`src/rtl/core_seq_pkg.sv`:
```
// Shared constants, inst bit positions and FSM state type for the core_seq sequencer.
package core_seq_pkg;

  // Array geometry
  localparam int BW       = 4;
  localparam int ROW      = 8;
  localparam int COL      = 8;
  localparam int K_W      = 3;
  localparam int IN_W     = 6;
  localparam int OUT_W    = IN_W - K_W + 1;
  localparam int LEN_KIJ  = K_W * K_W;
  localparam int LEN_NIJ  = IN_W * IN_W;
  localparam int LEN_ONIJ = OUT_W * OUT_W;

  // Datapath and address widths
  localparam int DATA_W = ROW * BW;
  localparam int ADDR_W = 11;
  localparam int INST_W = 34;

  // Weights live directly above the activations in xmem
  localparam int W_BASE = LEN_NIJ;

  // The phase counter must reach LEN_NIJ (the extra trailing l0_wr cycle of L0_A)
  localparam int CNT_W = $clog2(LEN_NIJ + 1);
  localparam int KIJ_W = $clog2(LEN_KIJ);

  // inst bit positions
  localparam int ACC       = 33;
  localparam int CEN_P     = 32;
  localparam int WEN_P     = 31;
  localparam int PADDR_LSB = 20;
  localparam int CEN_X     = 19;
  localparam int WEN_X     = 18;
  localparam int XADDR_LSB = 7;
  localparam int OFIFO_RD  = 6;
  localparam int IFIFO_WR  = 5;
  localparam int IFIFO_RD  = 4;
  localparam int L0_RD     = 3;
  localparam int L0_WR     = 2;
  localparam int EXECUTE   = 1;
  localparam int LOAD      = 0;

  // Both memories disabled (active-low enables high), no array activity
  localparam logic [INST_W-1:0] IDLE_INST = (INST_W'(1) << CEN_P) | (INST_W'(1) << WEN_P) |
                                            (INST_W'(1) << CEN_X) | (INST_W'(1) << WEN_X);

  typedef enum logic [3:0] {
    S_IDLE,
    S_XLOAD_A,
    S_XLOAD_W,
    S_L0_W,
    S_KLOAD,
    S_L0_A,
    S_EXEC,
    S_DRAIN,
    S_ACC
  } state_e;

endpackage

```
`src/rtl/core_seq_if.sv`:
```
// Host/core-facing signal bundle of the sequencer; master = host side, slave = sequencer.
interface core_seq_if;
  import core_seq_pkg::*;

  logic              start;
  logic              in_valid;
  logic              in_ready;
  logic [DATA_W-1:0] in_data;
  logic              ofifo_valid;
  logic [INST_W-1:0] inst;
  logic [DATA_W-1:0] D_xmem;
  logic              busy;
  logic              done;

  modport master (
    output start, in_valid, in_data, ofifo_valid,
    input  in_ready, inst, D_xmem, busy, done
  );

  modport slave (
    input  start, in_valid, in_data, ofifo_valid,
    output in_ready, inst, D_xmem, busy, done
  );

endinterface

```
`src/rtl/acc_addr_gen.sv`:
```
// Walks output pixels o (outer) and kernel positions k (inner) for the SFP accumulation
// pass. Both indices are held as row/column pairs so the pmem address needs only
// constant multiplies: addr = k*LEN_NIJ + (o_row+k_row)*IN_W + (o_col+k_col).
module acc_addr_gen
  import core_seq_pkg::*;
(
  input  logic              clk,
  input  logic              rst_n,
  input  logic              i_en,
  output logic [ADDR_W-1:0] o_addr,
  output logic              o_last
);

  localparam int KR_W = $clog2(K_W);
  localparam int OR_W = $clog2(OUT_W);

  logic [KR_W-1:0] r_k_row, r_k_col;
  logic [OR_W-1:0] r_o_row, r_o_col;
  logic            w_k_col_last, w_k_last, w_o_col_last, w_o_last;

  assign w_k_col_last = (r_k_col == KR_W'(K_W - 1));
  assign w_k_last     = w_k_col_last && (r_k_row == KR_W'(K_W - 1));
  assign w_o_col_last = (r_o_col == OR_W'(OUT_W - 1));
  assign w_o_last     = w_o_col_last && (r_o_row == OR_W'(OUT_W - 1));
  assign o_last       = w_k_last && w_o_last;

  assign o_addr = ADDR_W'(r_k_row) * ADDR_W'(K_W * LEN_NIJ)
                + ADDR_W'(r_k_col) * ADDR_W'(LEN_NIJ)
                + (ADDR_W'(r_o_row) + ADDR_W'(r_k_row)) * ADDR_W'(IN_W)
                + ADDR_W'(r_o_col) + ADDR_W'(r_k_col);

  // Advance k every enabled cycle; step o when k wraps; everything wraps to 0 after the last read
  // NOTE: sequential state uses non-blocking (<=) so every register samples pre-edge values.
  always_ff @(posedge clk or negedge rst_n) begin
    if (!rst_n) begin
      r_k_row <= '0;
      r_k_col <= '0;
      r_o_row <= '0;
      r_o_col <= '0;
    end else if (i_en) begin
      if (!w_k_col_last) begin
        r_k_col <= r_k_col + 1'b1;
      end else begin
        r_k_col <= '0;
        if (!w_k_last) begin
          r_k_row <= r_k_row + 1'b1;
        end else begin
          r_k_row <= '0;
          if (!w_o_col_last) begin
            r_o_col <= r_o_col + 1'b1;
          end else begin
            r_o_col <= '0;
            r_o_row <= w_o_last ? '0 : r_o_row + 1'b1;
          end
        end
      end
    end
  end

endmodule

```
`src/rtl/core_seq.sv`:
```
// Instruction sequencer for core: loads xmem from the host, then per kernel position
// loads weights into the PE array, executes, drains the ofifo into pmem, and finally
// issues the pmem read pattern for SFP accumulation. inst and D_xmem are registered.
module core_seq
  import core_seq_pkg::*;
(
  input  logic       clk,
  input  logic       reset,
  core_seq_if.slave  bus
);

  state_e            r_state, w_state_nxt;
  logic [CNT_W-1:0]  r_cnt, w_cnt_nxt;
  logic [KIJ_W-1:0]  r_kij, w_kij_nxt;
  logic [INST_W-1:0] r_inst, w_inst_nxt;
  logic [DATA_W-1:0] r_d_xmem, w_d_xmem_nxt;
  logic              r_done, w_done_nxt;
  logic              w_in_ready;
  logic              w_acc_en;
  logic              w_acc_last;
  logic [ADDR_W-1:0] w_acc_addr;

  acc_addr_gen u_acc_addr_gen (
    .clk    (clk),
    .rst_n  (reset),
    .i_en   (w_acc_en),
    .o_addr (w_acc_addr),
    .o_last (w_acc_last)
  );

  assign bus.in_ready = w_in_ready;
  assign bus.inst     = r_inst;
  assign bus.D_xmem   = r_d_xmem;
  assign bus.busy     = (r_state != S_IDLE);
  assign bus.done     = r_done;

  // State, counters and the registered instruction/data outputs
  always_ff @(posedge clk or negedge reset) begin
    if (!reset) begin
      r_state  <= S_IDLE;
      r_cnt    <= '0;
      r_kij    <= '0;
      r_inst   <= IDLE_INST;
      r_d_xmem <= '0;
      r_done   <= 1'b0;
    end else begin
      r_state  <= w_state_nxt;
      r_cnt    <= w_cnt_nxt;
      r_kij    <= w_kij_nxt;
      r_inst   <= w_inst_nxt;
      r_d_xmem <= w_d_xmem_nxt;
      r_done   <= w_done_nxt;
    end
  end

  // Next state, counters and the instruction word for the coming cycle
  always_comb begin
    // NOTE: every output of this block gets a default first so no path infers a latch.
    w_state_nxt  = r_state;
    w_cnt_nxt    = r_cnt;
    w_kij_nxt    = r_kij;
    w_inst_nxt   = IDLE_INST;
    w_d_xmem_nxt = r_d_xmem;
    w_done_nxt   = 1'b0;
    w_in_ready   = 1'b0;
    w_acc_en     = 1'b0;

    unique case (r_state)
      S_IDLE: begin
        if (bus.start) begin
          w_state_nxt = S_XLOAD_A;
          w_cnt_nxt   = '0;
          w_kij_nxt   = '0;
        end
      end

      // Host activations -> xmem 0..LEN_NIJ-1
      S_XLOAD_A: begin
        w_in_ready = 1'b1;
        if (bus.in_valid) begin
          w_inst_nxt[CEN_X] = 1'b0;
          w_inst_nxt[WEN_X] = 1'b0;
          w_inst_nxt[XADDR_LSB +: ADDR_W] = ADDR_W'(r_cnt);
          w_d_xmem_nxt = bus.in_data;
          if (r_cnt == CNT_W'(LEN_NIJ - 1)) begin
            w_cnt_nxt   = '0;
            w_state_nxt = S_XLOAD_W;
          end else begin
            w_cnt_nxt = r_cnt + 1'b1;
          end
        end
      end

      // Host weights for the current kij -> xmem W_BASE..W_BASE+COL-1
      S_XLOAD_W: begin
        w_in_ready = 1'b1;
        if (bus.in_valid) begin
          w_inst_nxt[CEN_X] = 1'b0;
          w_inst_nxt[WEN_X] = 1'b0;
          w_inst_nxt[XADDR_LSB +: ADDR_W] = ADDR_W'(W_BASE) + ADDR_W'(r_cnt);
          w_d_xmem_nxt = bus.in_data;
          if (r_cnt == CNT_W'(COL - 1)) begin
            w_cnt_nxt   = '0;
            w_state_nxt = S_L0_W;
          end else begin
            w_cnt_nxt = r_cnt + 1'b1;
          end
        end
      end

      // Weights xmem -> L0; l0_wr trails each read by one cycle, last cycle is l0_wr only
      S_L0_W: begin
        if (r_cnt < CNT_W'(COL)) begin
          w_inst_nxt[CEN_X] = 1'b0;
          w_inst_nxt[XADDR_LSB +: ADDR_W] = ADDR_W'(W_BASE) + ADDR_W'(r_cnt);
        end
        if (r_cnt != '0) begin
          w_inst_nxt[L0_WR] = 1'b1;
        end
        if (r_cnt == CNT_W'(COL)) begin
          w_cnt_nxt   = '0;
          w_state_nxt = S_KLOAD;
        end else begin
          w_cnt_nxt = r_cnt + 1'b1;
        end
      end

      // Shift the weights from L0 into the PE array
      S_KLOAD: begin
        w_inst_nxt[LOAD]  = 1'b1;
        w_inst_nxt[L0_RD] = 1'b1;
        if (r_cnt == CNT_W'(COL - 1)) begin
          w_cnt_nxt   = '0;
          w_state_nxt = S_L0_A;
        end else begin
          w_cnt_nxt = r_cnt + 1'b1;
        end
      end

      // Activations xmem -> L0, same trailing-l0_wr pattern as L0_W
      S_L0_A: begin
        if (r_cnt < CNT_W'(LEN_NIJ)) begin
          w_inst_nxt[CEN_X] = 1'b0;
          w_inst_nxt[XADDR_LSB +: ADDR_W] = ADDR_W'(r_cnt);
        end
        if (r_cnt != '0) begin
          w_inst_nxt[L0_WR] = 1'b1;
        end
        if (r_cnt == CNT_W'(LEN_NIJ)) begin
          w_cnt_nxt   = '0;
          w_state_nxt = S_EXEC;
        end else begin
          w_cnt_nxt = r_cnt + 1'b1;
        end
      end

      // Stream activations through the array
      S_EXEC: begin
        w_inst_nxt[L0_RD]   = 1'b1;
        w_inst_nxt[EXECUTE] = 1'b1;
        if (r_cnt == CNT_W'(LEN_NIJ - 1)) begin
          w_cnt_nxt   = '0;
          w_state_nxt = S_DRAIN;
        end else begin
          w_cnt_nxt = r_cnt + 1'b1;
        end
      end

      // Move partial sums ofifo -> pmem kij*LEN_NIJ+cnt, stalling while the ofifo is empty
      S_DRAIN: begin
        if (bus.ofifo_valid) begin
          w_inst_nxt[OFIFO_RD] = 1'b1;
          w_inst_nxt[CEN_P]    = 1'b0;
          w_inst_nxt[WEN_P]    = 1'b0;
          w_inst_nxt[PADDR_LSB +: ADDR_W] = ADDR_W'(r_kij) * ADDR_W'(LEN_NIJ) + ADDR_W'(r_cnt);
          if (r_cnt == CNT_W'(LEN_NIJ - 1)) begin
            w_cnt_nxt = '0;
            if (r_kij == KIJ_W'(LEN_KIJ - 1)) begin
              w_state_nxt = S_ACC;
            end else begin
              w_kij_nxt   = r_kij + 1'b1;
              w_state_nxt = S_XLOAD_W;
            end
          end else begin
            w_cnt_nxt = r_cnt + 1'b1;
          end
        end
      end

      // One pmem read per cycle in the accumulation order from acc_addr_gen
      S_ACC: begin
        w_acc_en           = 1'b1;
        w_inst_nxt[ACC]    = 1'b1;
        w_inst_nxt[CEN_P]  = 1'b0;
        w_inst_nxt[PADDR_LSB +: ADDR_W] = w_acc_addr;
        if (w_acc_last) begin
          w_kij_nxt   = '0;
          w_done_nxt  = 1'b1;
          w_state_nxt = S_IDLE;
        end
      end

      default: begin
        w_state_nxt = S_IDLE;
      end
    endcase
  end

endmodule

```
`src/flat_wrapper.sv`:
```
// flat-port wrapper written by rule: the top's interface ports become plain ports
module core_seq_flat import core_seq_pkg::*;
  (clk, reset, bus_start, bus_in_valid, bus_in_data, bus_ofifo_valid, bus_in_ready, bus_inst, bus_D_xmem, bus_busy, bus_done);
  core_seq_if bus_i ();
  input  logic clk;
  input  logic reset;
  input wire logic [$bits(bus_i.start)-1:0] bus_start;
  input wire logic [$bits(bus_i.in_valid)-1:0] bus_in_valid;
  input wire logic [$bits(bus_i.in_data)-1:0] bus_in_data;
  input wire logic [$bits(bus_i.ofifo_valid)-1:0] bus_ofifo_valid;
  output wire logic [$bits(bus_i.in_ready)-1:0] bus_in_ready;
  output wire logic [$bits(bus_i.inst)-1:0] bus_inst;
  output wire logic [$bits(bus_i.D_xmem)-1:0] bus_D_xmem;
  output wire logic [$bits(bus_i.busy)-1:0] bus_busy;
  output wire logic [$bits(bus_i.done)-1:0] bus_done;
  assign bus_i.start = bus_start;
  assign bus_i.in_valid = bus_in_valid;
  assign bus_i.in_data = bus_in_data;
  assign bus_i.ofifo_valid = bus_ofifo_valid;
  assign bus_in_ready = bus_i.in_ready;
  assign bus_inst = bus_i.inst;
  assign bus_D_xmem = bus_i.D_xmem;
  assign bus_busy = bus_i.busy;
  assign bus_done = bus_i.done;
  core_seq u_core (.clk(clk), .reset(reset), .bus(bus_i));
endmodule
```
`config.mk`:
```
export PLATFORM = sky130hd
export DESIGN_NAME = core_seq_flat
export DESIGN_NICKNAME = d
export VERILOG_FILES = /design/src/rtl/core_seq_pkg.sv /design/src/rtl/core_seq_if.sv /design/src/rtl/acc_addr_gen.sv /design/src/rtl/core_seq.sv /design/src/flat_wrapper.sv
export SDC_FILE = /design/constraint.sdc
export NUM_CORES = 1
export LEC_CHECK = 0
export BUFFER_PORTS_ARGS = -buffer_cell sky130_fd_sc_hd__buf_2
export CAP_MARGIN = 0
export CORE_MARGIN = 1
export CORE_UTILIZATION = 55
export DETAILED_ROUTE_END_ITERATION = 10
export PLACE_DENSITY_LB_ADDON = 0.05
export SYNTH_ARGS = -nofsm -noshare
export SYNTH_HDL_FRONTEND = slang
export SYNTH_SLANG_ARGS = --single-unit
export TNS_END_PERCENT = 20
```
`constraint.sdc`:
```
create_clock -name clk -period 8.9 [get_ports clk]
set_clock_uncertainty 0.05 [all_clocks]
set_input_delay 1.78 -clock clk [delete_from_list [all_inputs] [get_ports clk]]
set_output_delay 1.78 -clock clk [all_outputs]
set_load 0.01 [all_outputs]
```
Word level (Yosys, flattened, before mapping)
Index checks and enable logic that the tools add are counted.
- divide/modulo/power cells: 0
- $add $sub $neg: 13
- reduce and logical (&&, ||, !) cells: 18
- eq/ne operators: 30
- magnitude comparators: 2
- multiplexer cells: 56
- shift operators: 0
- multipliers: 4
- bitwise operators: 0
- operators by type and width (cell ; count):
    $mux W4 ; 17
    $mux W6 ; 9
    $pmux W6 S8 ; 1
    $pmux W11 S4 ; 1
    $mux W13 ; 3
    $pmux W4 S9 ; 1
    $add A10 B6 Y11 ; 2
    $add A11 B2 Y11 ; 2
    $pmux W11 S2 ; 1
    $eq A4 B3 Y1 const B ; 4
    $mux W1 ; 14
    $ne A2 B1 Y1 const B ; 7
    $eq A6 B6 Y1 const B ; 2
    $ne A2 B2 Y1 const B ; 6
    $pmux W4 S3 ; 1
    $reduce_and A12 Y1 ; 1
    $mux W11 ; 1
    $add A9 B8 Y10 ; 1
    $add A2 B1 Y2 const B ; 4
    $eq A2 B2 Y1 const B ; 4
    $eq A4 B2 Y1 const B ; 2
    $eq A4 B4 Y1 const B ; 2
    $mul A4 B4 Y8 const B ; 1
    $mux W2 ; 4
    26 further kinds ; 32
- register bits: 87
- logic and storage cells: 133
- bits in writable memories: 0
- bits in read-only memories: 0
- output and inout port bits: 69
- bits in latches: 0
- bits of input ports: 37
- memories: 0

Depth between registers and ports, before layout
- depth after elaboration: 6
- gate-level depth with buffers: 14
- mapped depth without buffers: 14

Hierarchy
A second synthesis with hierarchy kept.
- cells, all modules: 424
- area, all modules: 4798.4 sq um
- by module, submodules not included (module ; seq. area each (sq um) ; times used ; cells an instance ; area an instance (sq um)):
    core_seq ; 1881.8 ; 1 ; 320 ; 3809.9
    acc_addr_gen ; 200.2 ; 1 ; 104 ; 988.4

Least setup slack after synthesis
No wires, ideal clock.
- path kind: flip-flop to flip-flop
- start: register u_core.u_acc_addr_gen.r_k_row[0]
- end: register u_core.r_inst[28], in the netlist u_core.bus.inst[28]
- setup slack: 5.246 ns
- required time: 8.722 ns
- stages on the path, launching flop included: 15
- arrival time: 3.477 ns
- setup time: 0.128 ns
- buffers on the path: 0
- clock period less this slack: 3.654 ns
- cells stage by stage: dfrtp_1 -> ha_1 -> fa_1 -> ha_1 -> ha_1 -> inv_1 -> fa_1 -> inv_1 -> ha_1 -> nand2_1 -> o21ai_0 -> or4_1 -> a31oi_1 -> xor2_1 -> o22ai_1
- cells in the longest elaborated chain, start to end: 6
- elaborated cells between the ends (all ways): 8
- those cells by class: 5 x add/sub; 2 x mul; 1 x mux
- RTL lines (element ; RTL line ; RTL):
    from (decl) ; acc_addr_gen.sv:17 ; logic [KR_W-1:0] r_k_row, r_k_col;
    from (signal assigned) ; acc_addr_gen.sv:46 ; r_k_row <= r_k_row + 1'b1;
    $mul A2 B5 Y7 / $add A2 B2 Y3 (equally long branches) ; acc_addr_gen.sv:27, acc_addr_gen.sv:29 ;
    $add A9 B8 Y10 / $mul A3 B2 Y5 (equally long branches) ; acc_addr_gen.sv:28, acc_addr_gen.sv:29 ;
    $add A10 B6 Y11 (*) ; acc_addr_gen.sv:29 ; + (ADDR_W'(r_o_row) + ADDR_W'(r_k_row)) * ADDR_W'(IN_W)
    $add A11 B2 Y11 (*) (2 in a row) ; acc_addr_gen.sv:30 ; + ADDR_W'(r_o_col) + ADDR_W'(r_k_col);
    $pmux W11 S2 (*) ; core_seq.sv:68 ; unique case (r_state)
    net u_core.w_inst_nxt[28] ; core_seq.sv:15 ; logic [INST_W-1:0] r_inst, w_inst_nxt;
    to (signal assigned) ; core_seq.sv:50 ; r_inst <= w_inst_nxt;
    to (decl) ; core_seq.sv:15 ;
The timed path passes the listed nets; every way through them passes the cells marked *.
A chain may end at the register's enable or synchronous reset.

Worst setup path after layout
Same ends and word-level chain as after synthesis.

==> impl_metrics.ini <==
[status]
status = finished clean

[power_and_ir_drop]
swShare_pct = 36.8
internal-power_mw = 0.925
vdd_drop_max_v = 0.000148
comb_power_share_pct = 38.7
p_leak_nw = 2.67
power_frac_clock_pct = 20.2
finalPower_mw = 1.46
power_density_nw_per_um2 = 273
switching_power_mw = 0.538
pwr-share-seq_pct = 41.1

[critical_path]
worstPathRequired_ns = 9.07
critPathLaunchType = flip-flop
setup.worst_path.start = u_core.u_acc_addr_gen.r_k_row[0]
crit_type = flip-flop to flip-flop
worstSetupEndpointType = flip-flop
crit_slowest_cell = fa_1
crit_family = adder cells
arrival_ns = 4.06
path_common_cell = ha_1
critPathMaxStageDelay_ns = 0.49
critPathMaxFanout = 5
r2r_start = u_core.u_acc_addr_gen.r_k_row[0]
crit_buf_inv = 2
worstPathCellList = ha_1 > fa_1 > ha_1 > ha_1 > inv_1 > fa_1 > inv_1 > ha_1 > nand2_1 > o21ai_0 > or4_1 > a31oi_1 > xor2_1 > o22ai_1

[floorplan]
start_util_pct = 56.6
die_x_um = 93.8
chipHeight_um = 93.8
ios = 106
core_area_um2 = 8180
die_area_um2 = 8790
core.rowCount = 33

[drt]
dr.pass1.iters = 4
drc_errors = 0
viasPerCell = 5.32
drtIter0Drc = 189
wl_per_cell_um = 14.3
drt_wl_total_mm = 9.12
vias = 3401
ant_nets = 0

[grt]
grt.total_usage_pct = 21.7
grt_max_degree = 84
grt-ovfl-total = 0
grt_pass1_wl_mm = 14.9
grt_pass1_vias = 3162
antenna_found_initial = 0

[clock_tree]
clkLatencyLatePin_ns = 0.35
cts_hold_buf = 0
cts_resized = 0
clock-root-buffer = clkbuf_8
cts_tree = done
clk_pin_slew_worst_paths_ns = 0.09
cts_sinks = 83
postCtsSetupBuffers = 0
cts_buffers = 9
htree_levels = 3
cts_buffer_depth = 2

[cells_and_area]
layout-drive-gt1-share_pct = 30.9
fin_area_um2 = 5370
n_antenna_cell = 0
final_core_util_pct = 65.7
final_common_cell = buf_2
layout_common_cells = buf_2 (98), dfrtp_1 (79), ha_1 (37)
areaGrowthSynthToFinish_pct = 15.9
final_nets = 610

[sta]
rsz0062_at_grt = no
period_share_pct = 43.8
setup_ws_ns = 5.01
relSlewSlack_pct = 31.3
finalHoldViolCount = 0
maxSlewViolCount = 0
setup_viol = 0
fin_crit_ns = 3.89
tns_ns = 0
clock.fmax_mhz = 257
worstMarginPinSlew_ns = 1.03

[synthesis]
ys_warn_count = 0
ys_seq_elements = 83
synth-edff-count = 0
yosysSeqAreaShare_pct = 45.0
synth.distinct_cells = 59
async_reset_ff_share_pct = 100
syn_area_um2 = 4630
synth_area_per_cell_um2 = 10.6
syn_inst = 435
ys.flop_type = dfrtp_1

[place]
place_area_um2 = 5150
place_hpwl_mm = 6.65
io_buffers = 99
gp_congestion = 0.840
dp_slack_ns = 5.00

[flow_run]
max_cap_viol_count = 0

[worst_hold_path]
hp-start = u_core.bus.D_xmem[4]
hold_path.class = flip-flop to flip-flop
## final timing paths
check	to	slack (ns)	depth (start not counted)
setup / recovery	u_core.bus.inst[28]	5.01	14
hold / removal	u_core.bus.D_xmem[4]	0.45	1
setup reg to reg	u_core.bus.inst[28]	5.01	14
hold reg to reg	u_core.bus.D_xmem[4]	0.45	1
max in group asynchronous	u_core.bus.D_xmem[9]	6.57	1
min in group asynchronous	u_core.bus.D_xmem[23]	1.51	1
## routing by layer
metal	part of all wire [%]	vias up	track usage (%)
met4	1.1	0	6.92
met5	0	-	0
met3	5.9	8	4.21
li1	-	1695	-
met2	45	95	34.5
met1	48	1603	30.0
## layout make-up
type,count,area (um2)
fillers,664,2810
repair buffers,100,505
flip-flops and latches,83,2080
clock inverters,6,91.3
well taps,105,131
multi-input cells,302,2310
clock buffers,10,128
inverters,33,124
## Yosys cell counts, drive strengths merged (4+ instances only)
cell | instances | area share, %
nand2 | 35 | 2.8
nand3 | 13 | 1.5
xor2 | 6 | 1.1
dfrtp | 79 | 43
ha | 37 | 10
inv | 32 | 2.6
clkbuf | 5 | 0.41
or3 | 4 | 0.65
o21ai | 24 | 2.6
mux2 | 35 | 8.5
nand4 | 6 | 0.81
dfstp | 4 | 2.3
o32ai | 4 | 0.76
nand2b | 5 | 0.68
xnor2 | 5 | 0.95
fa | 7 | 3.0
buf | 17 | 2.6
a21oi | 22 | 2.5
and2 | 4 | 0.54
nor2 | 22 | 1.9
nor2b | 6 | 0.86
nor3 | 13 | 1.4
o22ai | 7 | 0.95
## per-stage QoR
step,hold slack [ns],instances
after global routing,0.464,639
after global placement,0.431,623
after floorplan,0.442,440
final,0.452,639
after detailed placement,0.437,623
after CTS,0.456,639
## power by group through the flow
| stage | Sequential (mW) | Combinational [mW] | Clock [mW] |
|---|---|---|---|
| finish | 0.601 | 0.566 | 0.296 |
| global route | 0.621 | 0.631 | 0.319 |
| detailed placement | 0.609 | 0.570 | 0 |
| global placement | 0.602 | 0.558 | 0 |
| CTS | 0.601 | 0.572 | 0.305 |
| floorplan | 0.617 | 0.378 | 0 |
## worst register-to-register path: cells and delay by family, from the launching register on
family                   cells  cell delay (ns)
adder cells (fa/ha/maj)      6             2.11
AND/OR/NAND/NOR              2             0.49
AO/OA/AOI/OAI                3             0.43
flip-flops                   1             0.43
XOR/XNOR                     1             0.17
buffers and inverters        2             0.09
## logic make-up after synthesis
family | share of synthesized area, %
simple gates | 14.4
flops | 45.0
compound gates | 10.9
buf+inv | 5.65
fa+ha+maj | 13.0
mux | 8.94
xor+xnor | 2.08
other cells | 0.0810
## sequential cells by signal (all words and copies together) (netlist names)
register and flops:
u_core.bus.D_xmem 32, u_core.bus.inst 28, u_core.r_cnt 6, u_core.r_kij 4, u_core.r_state 4, u_core.u_acc_addr_gen.r_k_col 2, u_core.u_acc_addr_gen.r_k_row 2, u_core.u_acc_addr_gen.r_o_col 2
u_core.u_acc_addr_gen.r_o_row 2, u_core.bus.done 1
(Power assumes the default switching activity.)
